File: src/rtl/mult_booth_seq.sv
// rtl/mult_booth_seq.sv - sequential signed 32x32 radix-4 Booth multiplier with 8-bit CLA add slices
//
// cla_add8 : 8-bit carry-lookahead add slice
//    a, b           8-bit addends
//    cin            carry in
//    sum, cout      8-bit sum, carry out
//
// mult_booth_seq : 16-step radix-4 Booth multiplier controller and operand feeder
//    clock          rising-edge clock
//    reset          synchronous active-high reset
//    data_operandA  multiplicand M (two's complement), sampled on the start edge
//    data_operandB  multiplier Q (two's complement), sampled on the start edge
//    ctrl_MULT      start pulse
//    data_result    product bits [31:0]
//    data_exception product does not fit in 32 signed bits
//    data_resultRDY one-cycle strobe, result and exception valid

module cla_add8 (
   input  logic [7:0] a,
   input  logic [7:0] b,
   input  logic       cin,
   output logic [7:0] sum,
   output logic       cout
);
   logic [7:0] g;
   logic [7:0] p;
   logic [8:0] c;

   // Each carry is formed straight from generate/propagate terms and cin,
   // so no carry depends on another carry net.
   always_comb begin
      g = a & b;
      p = a ^ b;
      c = '0;
      for (int i = 0; i <= 8; i++) begin
         logic cc;
         cc = cin;
         for (int j = 0; j < i; j++)
            cc = g[j] | (p[j] & cc);
         c[i] = cc;
      end
      sum  = p ^ c[7:0];
      cout = c[8];
   end
endmodule

module mult_booth_seq (
   input  logic        clock,
   input  logic        reset,
   input  logic [31:0] data_operandA,
   input  logic [31:0] data_operandB,
   input  logic        ctrl_MULT,
   output logic [31:0] data_result,
   output logic        data_exception,
   output logic        data_resultRDY
);
   typedef enum logic [1:0] {S_IDLE, S_RUN, S_DONE} state_t;

   state_t      state;
   state_t      state_nxt;

   logic [32:0] acc;
   logic [31:0] q;
   logic        q_m1;
   logic [32:0] m;
   logic [3:0]  cnt;
   logic [31:0] res_q;
   logic        exc_q;

   logic [32:0] opnd;
   logic        sub;
   logic [32:0] addend;
   logic [32:0] sum;
   logic [4:0]  cy;

   logic [32:0] acc_nxt;
   logic [31:0] q_nxt;
   logic        q_m1_nxt;
   logic [32:0] prod_hi;
   logic        exc_nxt;

   // Booth digit select: 0, +-M, +-2M
   always_comb begin
      opnd = '0;
      sub  = 1'b0;
      case ({q[1:0], q_m1})
         3'b001, 3'b010: opnd = m;
         3'b011:         opnd = {m[31:0], 1'b0};
         3'b100: begin
            opnd = {m[31:0], 1'b0};
            sub  = 1'b1;
         end
         3'b101, 3'b110: begin
            opnd = m;
            sub  = 1'b1;
         end
         default:        opnd = '0;
      endcase
      addend = sub ? ~opnd : opnd;
   end

   // 33-bit add: four 8-bit lookahead slices plus the sign bit; carry-out of bit 32 is dropped
   assign cy[0] = sub;
   for (genvar i = 0; i < 4; i++) begin : g_add
      cla_add8 u_add (
         .a    (acc[8*i +: 8]),
         .b    (addend[8*i +: 8]),
         .cin  (cy[i]),
         .sum  (sum[8*i +: 8]),
         .cout (cy[i+1])
      );
   end
   assign sum[32] = acc[32] ^ addend[32] ^ cy[4];

   // Arithmetic shift right by 2 of {sum, q, q_m1}
   assign acc_nxt  = {sum[32], sum[32], sum[32:2]};
   assign q_nxt    = {sum[1:0], q[31:2]};
   assign q_m1_nxt = q[1];

   // Product bits [63:31] must be all equal to fit in 32 signed bits
   assign prod_hi = {acc_nxt[31:0], q_nxt[31]};
   assign exc_nxt = ~((&prod_hi) | ~(|prod_hi));

   always_ff @(posedge clock) begin
      if (reset) state <= S_IDLE;
      else       state <= state_nxt;
   end

   always_comb begin
      state_nxt      = state;
      data_resultRDY = 1'b0;
      case (state)
         S_IDLE: state_nxt = S_IDLE;
         S_RUN:  if (cnt == 4'd15) state_nxt = S_DONE;
         S_DONE: begin
            data_resultRDY = 1'b1;
            state_nxt      = S_IDLE;
         end
         default: state_nxt = S_IDLE;
      endcase
      if (ctrl_MULT) state_nxt = S_RUN;
   end

   // Result/exception are captured on the final step so they hold through
   // IDLE and through a following operation until its own final step.
   always_ff @(posedge clock) begin
      if (reset) begin
         acc   <= '0;
         q     <= '0;
         q_m1  <= 1'b0;
         m     <= '0;
         cnt   <= '0;
         res_q <= '0;
         exc_q <= 1'b0;
      end else if (ctrl_MULT) begin
         acc  <= '0;
         q    <= data_operandB;
         q_m1 <= 1'b0;
         m    <= {data_operandA[31], data_operandA};
         cnt  <= '0;
      end else if (state == S_RUN) begin
         acc  <= acc_nxt;
         q    <= q_nxt;
         q_m1 <= q_m1_nxt;
         cnt  <= cnt + 4'd1;
         if (cnt == 4'd15) begin
            res_q <= q_nxt;
            exc_q <= exc_nxt;
         end
      end
   end

   assign data_result    = res_q;
   assign data_exception = exc_q;
endmodule

File: config.mk
export PLATFORM = sky130hd
export DESIGN_NAME = mult_booth_seq
export DESIGN_NICKNAME = d
export VERILOG_FILES = /design/src/rtl/mult_booth_seq.sv
export SDC_FILE = /design/constraint.sdc
export NUM_CORES = 1
export LEC_CHECK = 0
export CORE_MARGIN = 2
export CORE_UTILIZATION = 48
export CTS_CLUSTER_DIAMETER = 120
export DETAILED_ROUTE_END_ITERATION = 16
export GPL_TIMING_DRIVEN = 0
export HOLD_SLACK_MARGIN = 0.02
export PLACE_DENSITY = 0.82
export SKIP_CTS_REPAIR_TIMING = 1
export SLEW_MARGIN = 20
export SYNTH_ARGS = -nofsm -noshare
export SYNTH_HDL_FRONTEND = slang
export SYNTH_SLANG_ARGS = --single-unit
File: constraint.sdc
create_clock -name clock -period 17.83 [get_ports clock]
set_input_delay 2.6745 -clock clock [delete_from_list [all_inputs] [get_ports clock]]
set_output_delay 2.6745 -clock clock [all_outputs]
set_load 0.005 [all_outputs]
==> summary.md, run 1 <==
| Metric | Value |
|---|---|
| Pwr Density | `roughly 93 nW/um^2` |
| Synthesized instance count | `764` |
| Cell repeated most along the worst path | `fa_1` |
| R2R Path End | `data_exception$_SDFFE_PP0P_` |
| Placer Congestion | `0.8664` |
| IO Count | `101` |
| Number of max-cap violations | `0` |
| CTS tree | `yes` |
| DRT iter0 DRCs | `561` |
| Avg Vias per Cell | `approximately 5.3` |
| Wire per inst | `15.36 um` |
| Worst-case vdd ir drop | `0.06597 mV` |
| Synth warn | `0` |
| Slew @ Worst Pin | `605.2 ps` |
| GRT Overall Usage | `0.2383` |
| Status | `complete, no violations` |
| Fmax achieved | `around 0.062 GHz` |
| Final TNS setup | `0 ps` |
| CP Data Required Time | `roughly 18,000 ps` |
| Global-route wire length before repair | `27,020 um` |
| Sequential fraction of the synthesis area | `0.4160` |
| End point of the critical path | `data_exception$_SDFFE_PP0P_` |
| Die Y | `around 120 um` |
| Initial Util | `0.4906` |
| Distinct cells, synth | `38` |
| Clock transition at the registers of the reported paths | `60 ps` |
| Crit path launch type | `flip-flop` |
| Fin worst setup slack | `~1800 ps` |
| Clk root buf | `clkbuf_16` |
| Critical path arrival | `about 16,000 ps` |
| Slowest cell delay on critical path | `490 ps` |
| Final clock skew | `7.645 ps` |
| CTS Buf Count | `17` |
| Share of cells above drive strength 1 | `0.07598` |
| Leak | `between 3 and 4 nW` |
| Largest net degree at the start of global routing | `17` |
| Tmin final | `16,020 ps` |
| Hold slack | `between 400 and 500 ps` |
| Vias in the first global route | `5,529` |
| CTS H-tree lvls | `4` |
| Initial antenna violation count | `0` |
| Unrepaired setup endpoints after global routing | `no` |
| Final wirelength | `16,450 um` |
| Post-route ant nets | `0` |
| RR Startpoint | `q[0]$_SDFFE_PP0P_` |
| Net Count, Synth | `867` |
| Crit path max-delay cell type | `clkbuf_1` |
| Vias post-DR | `between 5k and 6k` |
| Worst slew margin | `0.5965` |
| Mapped Area | `between 6000 and 7000 um^2` |
| Final setup vio count | `0` |
| Worst setup EP type | `flip-flop` |
| Critical path class | `reg2reg` |
| Core box area | `13,240 um^2` |
| DP Wirelength | `~12,000 um` |
| Post-Syn Area per Cell | `8.503 um^2` |
| Clock Sinks | `between 100 and 150` |
| Worst Hold Class | `reg2reg` |
| Number of port buffers | `99` |
| Slew Viols, Final | `0` |
| Drt drc | `0` |
| Worst R2R Setup Slack | `1810 ps` |
| Chip width | `120.3 um` |
| Die Footprint | `approximately 14,000 um^2` |
| Fillers | `1,117` |
| Final nets | `985` |
| Period Utilization, post-route | `0.8985` |
| DR pass1 iterations | `5` |
| CP startpoint | `q[0]$_SDFFE_PP0P_` |
| Clock Tree Buf Depth | `2` |
| Reg2reg path depth | `43` |
| Synthesized flop and latch total | `135` |
| Gr ovfl total | `0` |
| Clock Latency Late Sink | `430 ps` |
| Area growth syn-to-layout | `27.95%` |
| Final hold violations | `0` |
| Number of cell rows | `42` |
| Ant. Diodes | `0` |
| Post-place setup slack | `between 1500 and 2000 ps` |
| CP Max Fanout | `10` |
## critical path: cells and delay by family, from the launching register on
kind | cells | cell delay, ps
flip-flops | 1 | 400
XOR/XNOR | 1 | 190
adder cells (fa/ha/maj) | 32 | 13400
AND/OR/NAND/NOR | 4 | 780
AO/OA/AOI/OAI | 2 | 290
buffers and inverters | 4 | 820
## sequential cells by signal, summed over array words and instances (netlist names)
register / count
state: 2
acc: 31
m: 32
q_m1: 1
cnt: 4
data_result: 32
q: 32
data_exception: 1
## logic make-up (layout without fill, tap and decap cells)
kind of cell    after synthesis  after routing  share of synthesized area
simple gates                293            293                     0.1839
xor+xnor                     38             38                    0.05239
buf+inv                      63            194                    0.04468
flops                       135            135                     0.4160
compound gates              165            165                     0.1452
fa+ha+maj                    36             36                     0.1052
mux                          34             34                    0.05258
## cells in the mapped netlist
cell,number,area share
o21ai_2,1,0.0013
or2_1,1,0.00096
clkbuf_1,22,0.013
nor3_1,2,0.0015
buf_1,2,0.0012
a211oi_1,2,0.0023
xnor2_2,1,0.0025
buf_4,2,0.0023
nand2_1,190,0.11
a21oi_1,126,0.097
fa_1,31,0.096
nor4_1,7,0.0067
mux2i_1,33,0.051
nand2b_1,1,0.00096
nand3_1,2,0.0015
inv_1,5,0.0029
ha_1,5,0.0096
o21ai_1,1,0.00077
a2bb2oi_1,1,0.0013
nand4_1,8,0.0077
nor4b_1,2,0.0027
nor2_1,71,0.041
o31ai_4,1,0.0033
buf_2,31,0.024
nand3_2,1,0.0015
a21oi_2,1,0.0013
buf_6,1,0.0017
xnor2_1,6,0.0081
or3_1,2,0.0019
o211ai_2,1,0.0019
nor2b_1,2,0.0019
nand4b_1,2,0.0027
mux2_2,1,0.0017
dfxtp_1,135,0.42
a22oi_1,31,0.036
nor2_4,1,0.0017
xor2_1,31,0.042
nand3b_1,1,0.0012
## area by class of cell
cell class / count / area [um^2] / area share
clock buffers: 26 / 489.2 / 0.05886
clock inverters: 6 / 115.1 / 0.01385
inverters: 5 / 18.77 / 0.002258
flip-flops and latches: 135 / 2703 / 0.3252
plain buffers: 58 / 271.5 / 0.03267
repair buffers: 99 / 991.0 / 0.1192
multi-input cells: 566 / 3503 / 0.4215
well taps: 176 / 220.2 / 0.02649
## layer usage
| layer | GRT usage | part of all wire | up-vias |
|---|---|---|---|
| li1 | - | - | 2783 |
| met1 | 0.2928 | 0.43 | 2689 |
| met2 | 0.4119 | 0.49 | 198 |
| met3 | 0.06226 | 0.058 | 31 |
| met4 | 0.06977 | 0.019 | 0 |
| met5 | 0 | 0 | - |
## stage by stage
step                        util  instances  cell area (um^2)  power, mW
after floorplan                -        764              6496     0.3842
after global placement    0.5820       1039              7707     0.4165
after detailed placement  0.5820       1039              7707     0.4184
after CTS                 0.6276       1071              8312     0.7747
after global routing      0.6276       1071              8312     0.8009
final                     0.6276       1071              8312     0.7755
## cells in the final DEF, fill, tap and decap left out, types with 6 or more instances in the layout
cell / Yosys / final
xor2_1: 31 / 31
clkbuf_16: 0 / 17
clkbuf_1: 22 / 28
mux2i_1: 33 / 33
a21oi_1: 126 / 126
fa_1: 31 / 31
a22oi_1: 31 / 31
xnor2_1: 6 / 6
clkdlybuf4s50_1: 0 / 99
nor4_1: 7 / 7
dfxtp_1: 135 / 135
nand2_1: 190 / 190
nor2_1: 71 / 71
nand4_1: 8 / 8
buf_2: 31 / 31
## where the power goes
group	switching [mW]	internal [mW]	total, mW
clock	0.130	0.231	0.361
sequential	0.00889	0.312	0.321
combinational	0.0520	0.0412	0.0932
total	0.190	0.585	0.775
## worst min-delay path by stage
stage / startpoint / end / slack [ps] / depth (start not counted)
after detailed placement: data_result[16]$_SDFFE_PP0P_ / data_result[16]$_SDFFE_PP0P_ / 450 / 2
after CTS: data_result[16]$_SDFFE_PP0P_ / data_result[16]$_SDFFE_PP0P_ / 450 / 2
final: data_result[16]$_SDFFE_PP0P_ / data_result[16]$_SDFFE_PP0P_ / 450 / 2
after global routing: data_result[6]$_SDFFE_PP0P_ / data_result[6]$_SDFFE_PP0P_ / 470 / 2
after floorplan: acc[0]$_SDFFE_PP0P_ / acc[0]$_SDFFE_PP0P_ / 440 / 2
after global placement: acc[0]$_SDFFE_PP0P_ / acc[0]$_SDFFE_PP0P_ / 440 / 2
(Power assumes the default switching activity.)
==> run 2: changes to the inputs <==
- CTS_CLUSTER_SIZE: not set -> 40
==> results of run 2 <==
Final layout, timing and power as in run 1 (identical DEF).
==> run 3: changes to the inputs <==
- CTS_CLUSTER_DIAMETER: 120 -> 30
==> results of run 3 <==
Final layout, timing and power as in run 1 (identical DEF).
